$ cat src/rtl/ixc_uclk_div.sv
// Programmable uclk divider: produces dclk with runtime high/low phase lengths plus
// one-cycle pos_en/neg_en enables. Optional free-running counter under IXC_UCLK_CYC_CNT_EN.
module ixc_uclk_div #(
    parameter int unsigned CNT_W = 16
) (
    input  logic             uclk,
    input  logic             rst_n,
    input  logic [CNT_W-1:0] hi_cnt,
    input  logic [CNT_W-1:0] lo_cnt,
    input  logic             run_req,
    output logic             run_ack,
    output logic             dclk,
    output logic             pos_en,
    output logic             neg_en
`ifdef IXC_UCLK_CYC_CNT_EN
    ,
    output logic [31:0]      cyc_cnt
`endif
);

    localparam logic [CNT_W-1:0] CntOne = CNT_W'(1);

    typedef enum logic [1:0] {
        StIdle,
        StHigh,
        StLow
    } state_e;

    state_e           state_q;
    logic [CNT_W-1:0] cnt_q;
    logic [CNT_W-1:0] hi_load;
    logic [CNT_W-1:0] lo_load;

    // Counter holds (phase length - 1); a zero length behaves as one cycle.
    always_comb begin
        hi_load = (hi_cnt == '0) ? '0 : hi_cnt - CntOne;
        lo_load = (lo_cnt == '0) ? '0 : lo_cnt - CntOne;
    end

    always_ff @(posedge uclk or negedge rst_n) begin
        if (!rst_n) begin
            state_q <= StIdle;
            cnt_q   <= '0;
            dclk    <= 1'b0;
            pos_en  <= 1'b0;
            neg_en  <= 1'b0;
            run_ack <= 1'b0;
        end else begin
            pos_en <= 1'b0;
            neg_en <= 1'b0;
            case (state_q)
                StIdle: begin
                    if (run_req) begin
                        state_q <= StHigh;
                        dclk    <= 1'b1;
                        pos_en  <= 1'b1;
                        run_ack <= 1'b1;
                        cnt_q   <= hi_load;
                    end else begin
                        dclk    <= 1'b0;
                        run_ack <= 1'b0;
                    end
                end
                StHigh: begin
                    if (cnt_q != '0) begin
                        cnt_q <= cnt_q - CntOne;
                    end else begin
                        state_q <= StLow;
                        dclk    <= 1'b0;
                        neg_en  <= 1'b1;
                        cnt_q   <= lo_load;
                    end
                end
                StLow: begin
                    // run_req only matters once the low phase has fully elapsed.
                    if (cnt_q != '0) begin
                        cnt_q <= cnt_q - CntOne;
                    end else if (run_req) begin
                        state_q <= StHigh;
                        dclk    <= 1'b1;
                        pos_en  <= 1'b1;
                        cnt_q   <= hi_load;
                    end else begin
                        state_q <= StIdle;
                        run_ack <= 1'b0;
                    end
                end
                default: begin
                    state_q <= StIdle;
                    dclk    <= 1'b0;
                    run_ack <= 1'b0;
                    cnt_q   <= '0;
                end
            endcase
        end
    end

`ifdef IXC_UCLK_CYC_CNT_EN
    always_ff @(posedge uclk or negedge rst_n) begin
        if (!rst_n) begin
            cyc_cnt <= '0;
        end else begin
            cyc_cnt <= cyc_cnt + 32'd1;
        end
    end
`endif

endmodule

$ cat config.mk
export PLATFORM = sky130hd
export DESIGN_NAME = ixc_uclk_div
export DESIGN_NICKNAME = d
export VERILOG_FILES = /design/src/rtl/ixc_uclk_div.sv
export SDC_FILE = /design/constraint.sdc
export NUM_CORES = 1
export LEC_CHECK = 0
export BUFFER_PORTS_ARGS = -buffer_cell sky130_fd_sc_hd__buf_2
export CORE_MARGIN = 8
export CORE_UTILIZATION = 50
export DETAILED_ROUTE_END_ITERATION = 16
export PLACE_DENSITY = 0.73
export SYNTH_ARGS = -nofsm -noshare
export SYNTH_HDL_FRONTEND = slang
export SYNTH_SLANG_ARGS = --single-unit
$ cat constraint.sdc
create_clock -name uclk -period 3.1 [get_ports uclk]
set_input_delay 0.31 -clock uclk [delete_from_list [all_inputs] [get_ports uclk]]
set_output_delay 0.31 -clock uclk [all_outputs]
set_load 0.1 [all_outputs]
==> flow_metrics.py, run 1 <==
metrics = {
    "outcome": {
        "status": "complete, no violations",
    },
    "die": {
        "floorplan.rows": 23,
        "start_util_pct": 51.8,
        "fp.dieArea_um2": 6420,
        "die_x_um": 80.1,
        "core-area_um2": 3970,
        "io_pins": 39,
        "dieHeight_um": 80.1,
    },
    "drt": {
        "dr.pass1.iters": 6,
        "antenna_left": 0,
        "drc": 0,
        "wl_per_cell_um": 16.3,
        "vias_per_cell": 5.89,
        "vias": 1954,
        "drt_iter0_drc": 145,
        "drt_wl_total_mm": 5.40,
    },
    "worst_setup_path": {
        "worstPathRequired_ps": 3290,
        "critical-path-max-stage-delay_ps": 520,
        "cp.arrival_ps": 2630,
        "reg2reg_from": "cnt_q[0]",
        "cp_slowest_cell": "and2_1",
        "ff2ff_path_depth": 8,
        "path_buf_inv": 2,
        "critPathKind": "flop to flop",
        "end_kind": "flop",
        "path_delay_family": "simple AND/OR/NAND/NOR gates",
        "crit_fanout": 14,
        "r2r_slack_ps": 660,
        "r2r-end": "cnt_q[13]",
        "path_cells": "inv_1 -> ha_1 -> nor4b_1 -> nand4_4 -> nor3_4 -> and2_1 -> inv_2 -> o211ai_2",
        "critPathLaunchType": "flop",
    },
    "yosys": {
        "syn_nets": 286,
        "yosys_most_used_dff": "dfrtp_1",
        "synthArstFlopShare_pct": 100,
        "ys_seq_elements": 22,
        "yosysUniqueCellTypes": 54,
        "yosys_warnings": 0,
        "netlist_area_um2": 2060,
        "synth_edf_count": 0,
        "postSynthAreaPerCell_um2": 8.36,
        "synthCells": 246,
        "yosysSeqAreaShare_pct": 26.8,
    },
    "timing": {
        "hold_viol": 0,
        "fin_crit_ps": 2440,
        "max_freq_mhz": 410,
        "clock_skew_ps": 3.03,
        "setup_tns_ps": 0,
        "rsz0062_at_grt": "false",
        "finalSetupViolations": 0,
        "period_share_pct": 78.7,
        "holdWs_ps": 10.0,
        "tightest_slew_ps": 715,
        "maxSlewHeadroom_pct": 52.3,
        "maxSlewViolCount": 0,
    },
    "clock_network": {
        "cts_tree": "built",
        "clock_sink_count": 22,
        "cts_buffer_depth": 2,
        "clk_pin_slew_ps": 90,
        "clk_latency_ps": 260,
        "cts_inserted_buffers": 3,
        "cts_resized": 0,
        "cts_root_buf": "clkbuf_8",
        "htree_levels": 1,
        "cts_setup_buffers": 0,
        "holdBufCountCts": 0,
    },
    "global_routing": {
        "grt_max_degree": 23,
        "grt_pass1_vias": 1967,
        "grt-ovfl-total": 0,
        "grt_pass1_wl_mm": 8.87,
        "grt_usage_pct": 17.2,
        "antenna_found_initial": 0,
    },
    "placement": {
        "hpwl_mm": 4.28,
        "gp_congestion": 0.850,
        "io_buffers": 38,
    },
    "pwr": {
        "pwr-share-seq_pct": 37.5,
        "p_comb_share_pct": 48.0,
        "p_leak_uw": 0.000994,
        "clkPwrFrac_pct": 14.5,
        "swShare_pct": 44.8,
        "p_int_uw": 822,
        "power_density_nw_per_um2": 638,
        "ir_drop_mv": 0.224,
        "p_switching_uw": 667,
    },
    "cells_and_area": {
        "n_antenna_cell": 0,
        "syn_to_final_growth_pct": 13.5,
        "fin_nets": 323,
        "layout-drive-gt1-share_pct": 21.3,
    },
    "min_path": {
        "min_path_type": "input pin to asynchronous set/reset pin",
    },
    "run": {
        "max-cap-violations": 0,
    },
}
-- how the worst max path moves through the flow --
stage | startpoint | to | slack [ps] | depth (start not counted)
global placement | cnt_q[0] | cnt_q[1] | 750 | 8
CTS | cnt_q[0] | cnt_q[1] | 670 | 8
floorplan | cnt_q[0] | cnt_q[13] | 1070 | 10
finish | cnt_q[0] | cnt_q[13] | 660 | 8
global route | cnt_q[0] | cnt_q[1] | 440 | 8
detailed placement | cnt_q[0] | cnt_q[1] | 670 | 8
-- cell usage in the layout (no fill, tap or decap), types with 4 or more instances in the layout --
cell,synthesis,final
buf_2,1,38
nor2_1,27,27
dfrtp_1,22,22
nand2_1,19,19
xor2_1,19,19
xnor2_1,19,19
inv_1,16,16
nor3_1,11,11
nor4_1,8,8
nand3_1,8,8
o22ai_1,8,8
a21oi_1,7,7
a221o_1,7,7
o21ai_0,5,5
a22oi_1,5,5
ha_1,5,5
nand4b_1,4,4
clkbuf_8,0,4
-- cells by family after synthesis --
kind of cell / Yosys count / synth area share [%]
AO/OA/AOI/OAI: 49 / 17.9
adder cells (fa/ha/maj): 5 / 3.04
AND/OR/NAND/NOR: 107 / 30.7
buffers and inverters: 25 / 5.36
flip-flops: 22 / 26.8
XOR/XNOR: 38 / 16.2
-- metrics by stage --
stage | power [uW] | setup slack [ps] | utilization, % | std cells | cell area, um^2
floorplan | 1090 | 1070 | - | 246 | 2060
detailed placement | 1270 | 666 | 57.3 | 328 | 2280
CTS | 1480 | 668 | 58.7 | 332 | 2330
finish | 1490 | 662 | 58.7 | 332 | 2330
global route | 1580 | 440 | 58.7 | 332 | 2330
global placement | 1250 | 746 | 57.3 | 328 | 2280
-- per-layer routing --
metal / wire [um] / track usage (%)
met1: 2530 / 22.6
met2: 2520 / 28.1
met3: 246 / 1.67
met4: 100 / 6.55
met5: 0 / 0
-- Yosys cell counts (3+ instances only) --
cell | count | area, um^2
nor2_1 | 27 | 101
xor2_1 | 19 | 166
o22ai_1 | 8 | 50.1
nand3_1 | 8 | 40.0
a21oi_1 | 7 | 35.0
a221o_1 | 7 | 70.1
nor4_1 | 8 | 50.1
nor3_1 | 11 | 55.1
dfrtp_1 | 22 | 551
xnor2_1 | 19 | 166
ha_1 | 5 | 62.6
nand2_1 | 19 | 71.3
o21ai_0 | 5 | 25.0
clkbuf_1 | 4 | 15.0
a22oi_1 | 5 | 37.5
nand3b_1 | 3 | 22.5
nor4b_1 | 3 | 26.3
nand4b_1 | 4 | 35.0
inv_1 | 16 | 60.1
-- power groups by stage --
stage	registers [uW]	logic (uW)	clock network (uW)
final	558	715	215
after global routing	575	782	227
after CTS	556	713	213
after floorplan	626	464	0
after detailed placement	561	708	0
after global placement	559	696	0
-- cell type report --
class	instances	area (um^2)
inverter	17	63.8
multi-input combinational	199	1400
timing repair buffer	40	205
sequential	22	551
tap	50	62.6
fill	386	1640
clock buffer	4	55.1
-- flip-flops by register name, summed over array words and instances, names as in the netlist --
| name | flops |
|---|---|
| pos_en | 1 |
| state_q | 2 |
| neg_en | 1 |
| run_ack | 1 |
| cnt_q | 16 |
| dclk | 1 |
Power figures use the tool's default switching activity.
==> inputs of run 2 (changes only) <==
==> constraint.sdc (replaced) <==
create_clock -name uclk -period 2.35 [get_ports uclk]
set_input_delay 0.235 -clock uclk [delete_from_list [all_inputs] [get_ports uclk]]
set_output_delay 0.235 -clock uclk [all_outputs]
set_load 0.1 [all_outputs]
==> run 2 against run 1 <==
Utilization increased by 1.8 points. Sequential share of layout area decreased by 0.69 points. Total power increased by 32%. Sequential power increased by 33%. Critical path depth unchanged. Non-clock buffer count increased by 10. Count of clock-buffer cells in the layout decreased by 1. Clock skew increased by 2.5 ps. Highest routed layer unchanged.
==> flow_metrics.py, run 2 (synthesis results as in run 1) <==
metrics = {
    "outcome": {
        "status": "complete, no violations",
    },
    "clock_network": {
        "clk_latency_ps": 260,
        "cts_tree": "built",
        "cts_buffer_depth": 2,
        "cts_inserted_buffers": 3,
        "clk_pin_slew_ps": 80,
        "htree_levels": 1,
        "cts_root_buf": "clkbuf_8",
        "clock_sink_count": 22,
    },
    "global_routing": {
        "grt_max_degree": 23,
        "antenna_found_initial": 0,
        "grt_pass1_vias": 2017,
        "grt-ovfl-total": 0,
        "grt_pass1_wl_mm": 9.23,
        "grt_usage_pct": 17.7,
    },
    "placement": {
        "hpwl_mm": 4.34,
        "gp_congestion": 0.850,
        "io_buffers": 38,
    },
    "die": {
        "core-area_um2": 3970,
        "floorplan.rows": 23,
        "io_pins": 39,
        "die_x_um": 80.1,
        "fp.dieArea_um2": 6420,
        "dieHeight_um": 80.1,
        "start_util_pct": 51.8,
    },
    "drt": {
        "drc": 0,
        "drt_iter0_drc": 111,
        "drt_wl_total_mm": 5.42,
        "wl_per_cell_um": 15.9,
        "vias": 1969,
        "vias_per_cell": 5.77,
        "antenna_left": 0,
        "dr.pass1.iters": 4,
    },
    "cells_and_area": {
        "fin_nets": 333,
        "layout-drive-gt1-share_pct": 23.7,
        "syn_to_final_growth_pct": 16.9,
        "layout_common_cells": "buf_2 (38), nor2_1 (27), dfrtp_1 (22)",
        "layout_commonest_cell": "buf_2",
        "largest_reg_flops": 16,
        "top_regs": "cnt_q x16, state_q x2",
        "regMostFlops": "cnt_q",
        "n_antenna_cell": 0,
    },
    "timing": {
        "max_freq_mhz": 465,
        "period_share_pct": 91.5,
        "maxSlewHeadroom_pct": 51.6,
        "hold_viol": 0,
        "fin_crit_ps": 2150,
        "finalSetupViolations": 0,
        "tightest_slew_ps": 725,
        "maxSlewViolCount": 0,
        "clock_skew_ps": 5.52,
        "holdWs_ps": 289,
        "rsz0062_at_grt": "false",
        "setup_tns_ps": 0,
    },
    "worst_setup_path": {
        "path_cells": "inv_1 -> ha_1 -> nor4b_2 -> buf_4 -> nand4_4 -> o21ai_2 -> o21ai_0 -> a211o_1",
        "critPathKind": "flop to flop",
        "critical-path-max-stage-delay_ps": 430,
        "cp.arrival_ps": 2300,
        "cp_slowest_cell": "dfrtp_1",
        "critPathLaunchType": "flop",
        "ff2ff_path_depth": 8,
        "end_kind": "flop",
        "worstPathRequired_ps": 2500,
        "crit_fanout": 15,
    },
    "pwr": {
        "p_leak_uw": 0.00104,
        "ir_drop_mv": 0.299,
        "power_density_nw_per_um2": 815,
    },
    "min_path": {
        "min_path_cells": 3,
        "min_path_type": "input pin to flop",
    },
    "run": {
        "max-cap-violations": 0,
    },
}
run 2: final cells by class:
| class | count | area, um^2 |
|---|---|---|
| fillers | 370 | 1570 |
| well taps | 50 | 62.6 |
| repair buffers | 50 | 283 |
| flip-flops and latches | 22 | 551 |
| multi-input cells | 199 | 1400 |
| inverters | 17 | 63.8 |
| clock buffers | 3 | 41.3 |
run 2: power breakdown:
part	switching (uW)	total, uW	internal [uW]
registers	209	744	534
logic	546	978	432
clock network	123	237	114
run 2: what timing repair did:
item,in CTS,in global routing
resized for setup,0,1
buffers inserted,0,0
hold buffers,1,0
setup endpoints to repair,0,12
endpoints found under the hold margin,22,0
run 2: path summary, 6_finish.rpt:
path / startpoint / slack, ps / end
max: cnt_q[0] / 200 / cnt_q[10]
min: hi_cnt[9] / 290 / cnt_q[9]
max reg2reg: cnt_q[0] / 200 / cnt_q[10]
min reg2reg: run_ack / 540 / run_ack
max in group asynchronous: rst_n / 1520 / cnt_q[8]
min in group asynchronous: rst_n / 480 / state_q[1]
run 2: per-stage QoR:
| stage | instances | setup WS (ps) | util, % | cell area, um^2 | total power (uW) |
|---|---|---|---|---|---|
| floorplan | 246 | 319 | - | 2060 | 1440 |
| global placement | 337 | 207 | 59.0 | 2340 | 1690 |
| detailed placement | 337 | 130 | 59.0 | 2340 | 1710 |
| CTS | 341 | 115 | 60.3 | 2400 | 1950 |
| global route | 341 | 47.2 | 60.5 | 2400 | 2110 |
| finish | 341 | 200 | 60.5 | 2400 | 1960 |
run 2: worst max-delay path, delay by kind of cell, from the launching register on:
| kind | cells | cell delay, ps |
|---|---|---|
| compound gates | 3 | 860 |
| flops | 1 | 430 |
| simple gates | 2 | 360 |
| buf+inv | 2 | 250 |
| fa+ha+maj | 1 | 140 |
run 2: routing by layer:
layer	part of all wire, %	global-route usage (%)	vias up
met5	0	0	-
met4	1.5	5.82	0
met3	4.2	2.01	6
met2	48	29.4	55
met1	46	23.0	929
li1	-	-	979
==> inputs of run 3 (changes only) <==
--- a/config.mk
+++ b/config.mk
@@ -5,11 +5,13 @@
 export SDC_FILE = /design/constraint.sdc
 export NUM_CORES = 1
 export LEC_CHECK = 0
+export ABC_CLOCK_PERIOD_IN_PS = 2350
 export BUFFER_PORTS_ARGS = -buffer_cell sky130_fd_sc_hd__buf_2
-export CORE_MARGIN = 8
+export CORE_MARGIN = 5
 export CORE_UTILIZATION = 50
 export DETAILED_ROUTE_END_ITERATION = 16
 export PLACE_DENSITY = 0.73
+export RECOVER_POWER = 25
 export SYNTH_ARGS = -nofsm -noshare
 export SYNTH_HDL_FRONTEND = slang
 export SYNTH_SLANG_ARGS = --single-unit
==> run 3 against run 2 <==
Die area shrank 14%. First-iteration DRC count decreased by 1.8%. Total power rose by 1.3%. Setup slack worse by 94 ps. Wire length shrank 3.4%. Sequential cell count is the same. Critical endpoint is now cnt_q[2]. Largest cell class unchanged.
==> flow_metrics.py, run 3 (synthesis results as in run 1) <==
metrics = {
    "outcome": {
        "status": "complete, no violations",
    },
    "run": {
        "max-cap-violations": 0,
    },
    "placement": {
        "io_buffers": 38,
        "hpwl_mm": 4.15,
        "post-place-ws_ps": 132,
        "gp_congestion": 0.844,
    },
    "timing": {
        "hold_viol": 0,
        "maxSlewViolCount": 0,
        "max_freq_mhz": 446,
        "finalSetupViolations": 0,
        "setup_tns_ps": 0,
        "setup_ws_ps": 107,
        "clock_skew_ps": 2.41,
        "fin_crit_ps": 2240,
        "period_share_pct": 95.5,
        "rsz0062_at_grt": "false",
        "maxSlewHeadroom_pct": 19.0,
        "tightest_slew_ps": 1210,
    },
    "worst_setup_path": {
        "path_delay_family": "simple AND/OR/NAND/NOR gates",
        "path_cells": "inv_1 -> ha_1 -> nor4b_1 -> buf_4 -> nand4_4 -> and2_1 -> nor2_2 -> a221o_1",
        "end_kind": "flop",
        "worstPathRequired_ps": 2550,
        "reg2reg_from": "cnt_q[0]",
        "r2r-end": "cnt_q[2]",
        "crit_cells": 8,
        "path_buf_inv": 2,
        "r2r_slack_ps": 110,
        "cp_slowest_cell": "dfrtp_1",
        "critPathLaunchType": "flop",
        "ff2ff_path_depth": 8,
        "critical-path-max-stage-delay_ps": 430,
        "crit_fanout": 10,
        "critPathKind": "flop to flop",
        "cp.arrival_ps": 2440,
    },
    "pwr": {
        "p_switching_uw": 871,
        "p_leak_uw": 0.00104,
        "ir_drop_mv": 0.310,
        "pwr-share-seq_pct": 37.1,
        "clkPwrFrac_pct": 14.0,
        "p_int_uw": 1110,
        "finalPower_uw": 1980,
        "power_density_nw_per_um2": 820,
        "p_comb_share_pct": 48.9,
        "swShare_pct": 43.9,
    },
    "global_routing": {
        "antenna_found_initial": 0,
        "grt-ovfl-total": 0,
        "grt_pass1_vias": 1876,
        "grt_pass1_wl_mm": 8.63,
        "grt_max_degree": 23,
        "grt_usage_pct": 20.2,
    },
    "die": {
        "floorplan.rows": 23,
        "start_util_pct": 51.4,
        "dieHeight_um": 74.1,
        "io_pins": 39,
        "core-area_um2": 4000,
        "fp.dieArea_um2": 5490,
        "die_x_um": 74.1,
    },
    "clock_network": {
        "cts_setup_buffers": 0,
        "htree_levels": 1,
        "clk_pin_slew_ps": 80,
        "clk_latency_ps": 260,
        "clock_sink_count": 22,
        "cts_inserted_buffers": 3,
        "cts_root_buf": "clkbuf_8",
        "cts_buffer_depth": 2,
        "cts_tree": "built",
    },
    "cells_and_area": {
        "regMostFlops": "cnt_q",
        "num-fill-cells": 352,
        "top_regs": "cnt_q x16, state_q x2",
        "layout-drive-gt1-share_pct": 23.0,
        "n_antenna_cell": 0,
        "layout_commonest_cell": "buf_2",
        "fin_nets": 332,
        "layout_common_cells": "buf_2 (37), nor2_1 (27), dfrtp_1 (22)",
        "syn_to_final_growth_pct": 17.8,
        "largest_reg_flops": 16,
    },
    "min_path": {
        "worstHoldStart": "hi_cnt[9]",
        "min_path_cells": 3,
        "whs_endpoint": "cnt_q[9]",
        "min_path_type": "input pin to flop",
    },
    "drt": {
        "dr.pass1.iters": 4,
        "wl_per_cell_um": 15.3,
        "drc": 0,
        "drt_iter0_drc": 109,
        "vias_per_cell": 5.67,
        "vias": 1932,
        "drt_wl_total_mm": 5.23,
        "antenna_left": 0,
    },
}
run 3: cell count changes in the layout (fill, tap and decap cells not counted):
cell	delta
o21ai_2	-1
nor4b_1	+1
buf_4	-2
clkbuf_1	+1
nor4b_2	-1
o21ai_4	+1
buf_2	-1
buf_12	+1
clkbuf_8	+1
run 3: final cells by class:
cell class / count / area, um^2 / area share [%]
clock buffer: 4 / 55.1 / 2.27
inverter: 17 / 63.8 / 2.64
multi-input combinational: 199 / 1400 / 57.9
sequential: 22 / 551 / 22.7
tap: 50 / 62.6 / 2.58
timing repair buffer: 49 / 287 / 11.8
run 3: power groups by stage:
stage	clock network (uW)	logic [uW]	registers (uW)
after floorplan	0	613	826
after global routing	304	1070	759
after CTS	286	969	732
after global placement	0	948	738
after detailed placement	0	963	737
final	277	971	736
run 3: worst max path at each step:
stage              from         to  slack (ps)
6_report       cnt_q[0]   cnt_q[2]         110
5_1_grt        cnt_q[0]   cnt_q[2]          20
4_1_cts        cnt_q[0]  cnt_q[10]          80
3_5_place_dp   cnt_q[0]  cnt_q[10]         130
3_3_place_gp   cnt_q[0]  cnt_q[10]         120
2_1_floorplan  cnt_q[0]  cnt_q[13]         320
run 3: metrics by stage:
stage | utilization [%] | hold slack [ps] | instances | instance area (um^2)
global placement | 58.7 | 234 | 336 | 2350
finish | 60.5 | 296 | 341 | 2420
floorplan | - | -60.6 | 246 | 2060
global route | 60.5 | 321 | 341 | 2420
CTS | 60.4 | 287 | 341 | 2410
detailed placement | 58.7 | 238 | 336 | 2350
run 3: what timing repair did:
item	4_1_cts	5_1_grt
endpoints found under the setup margin	0	1
hold endpoints to repair	22	0
gates resized for setup	0	1
hold buffers	1	0
run 3: layer usage:
layer	vias to the layer above	GRT usage, %	wire (um)
li1	979	-	-
met5	-	0	0
met2	60	34.2	2460
met1	885	27.5	2380
met4	0	6.64	75
met3	8	1.35	317
run 3: worst register-to-register path, stage by stage, from the launching register on:
cell,delay [ps]
dfrtp_1,430
inv_1,110
ha_1,140
nor4b_1,260
buf_4,180
nand4_4,190
and2_1,280
nor2_2,340
a221o_1,250
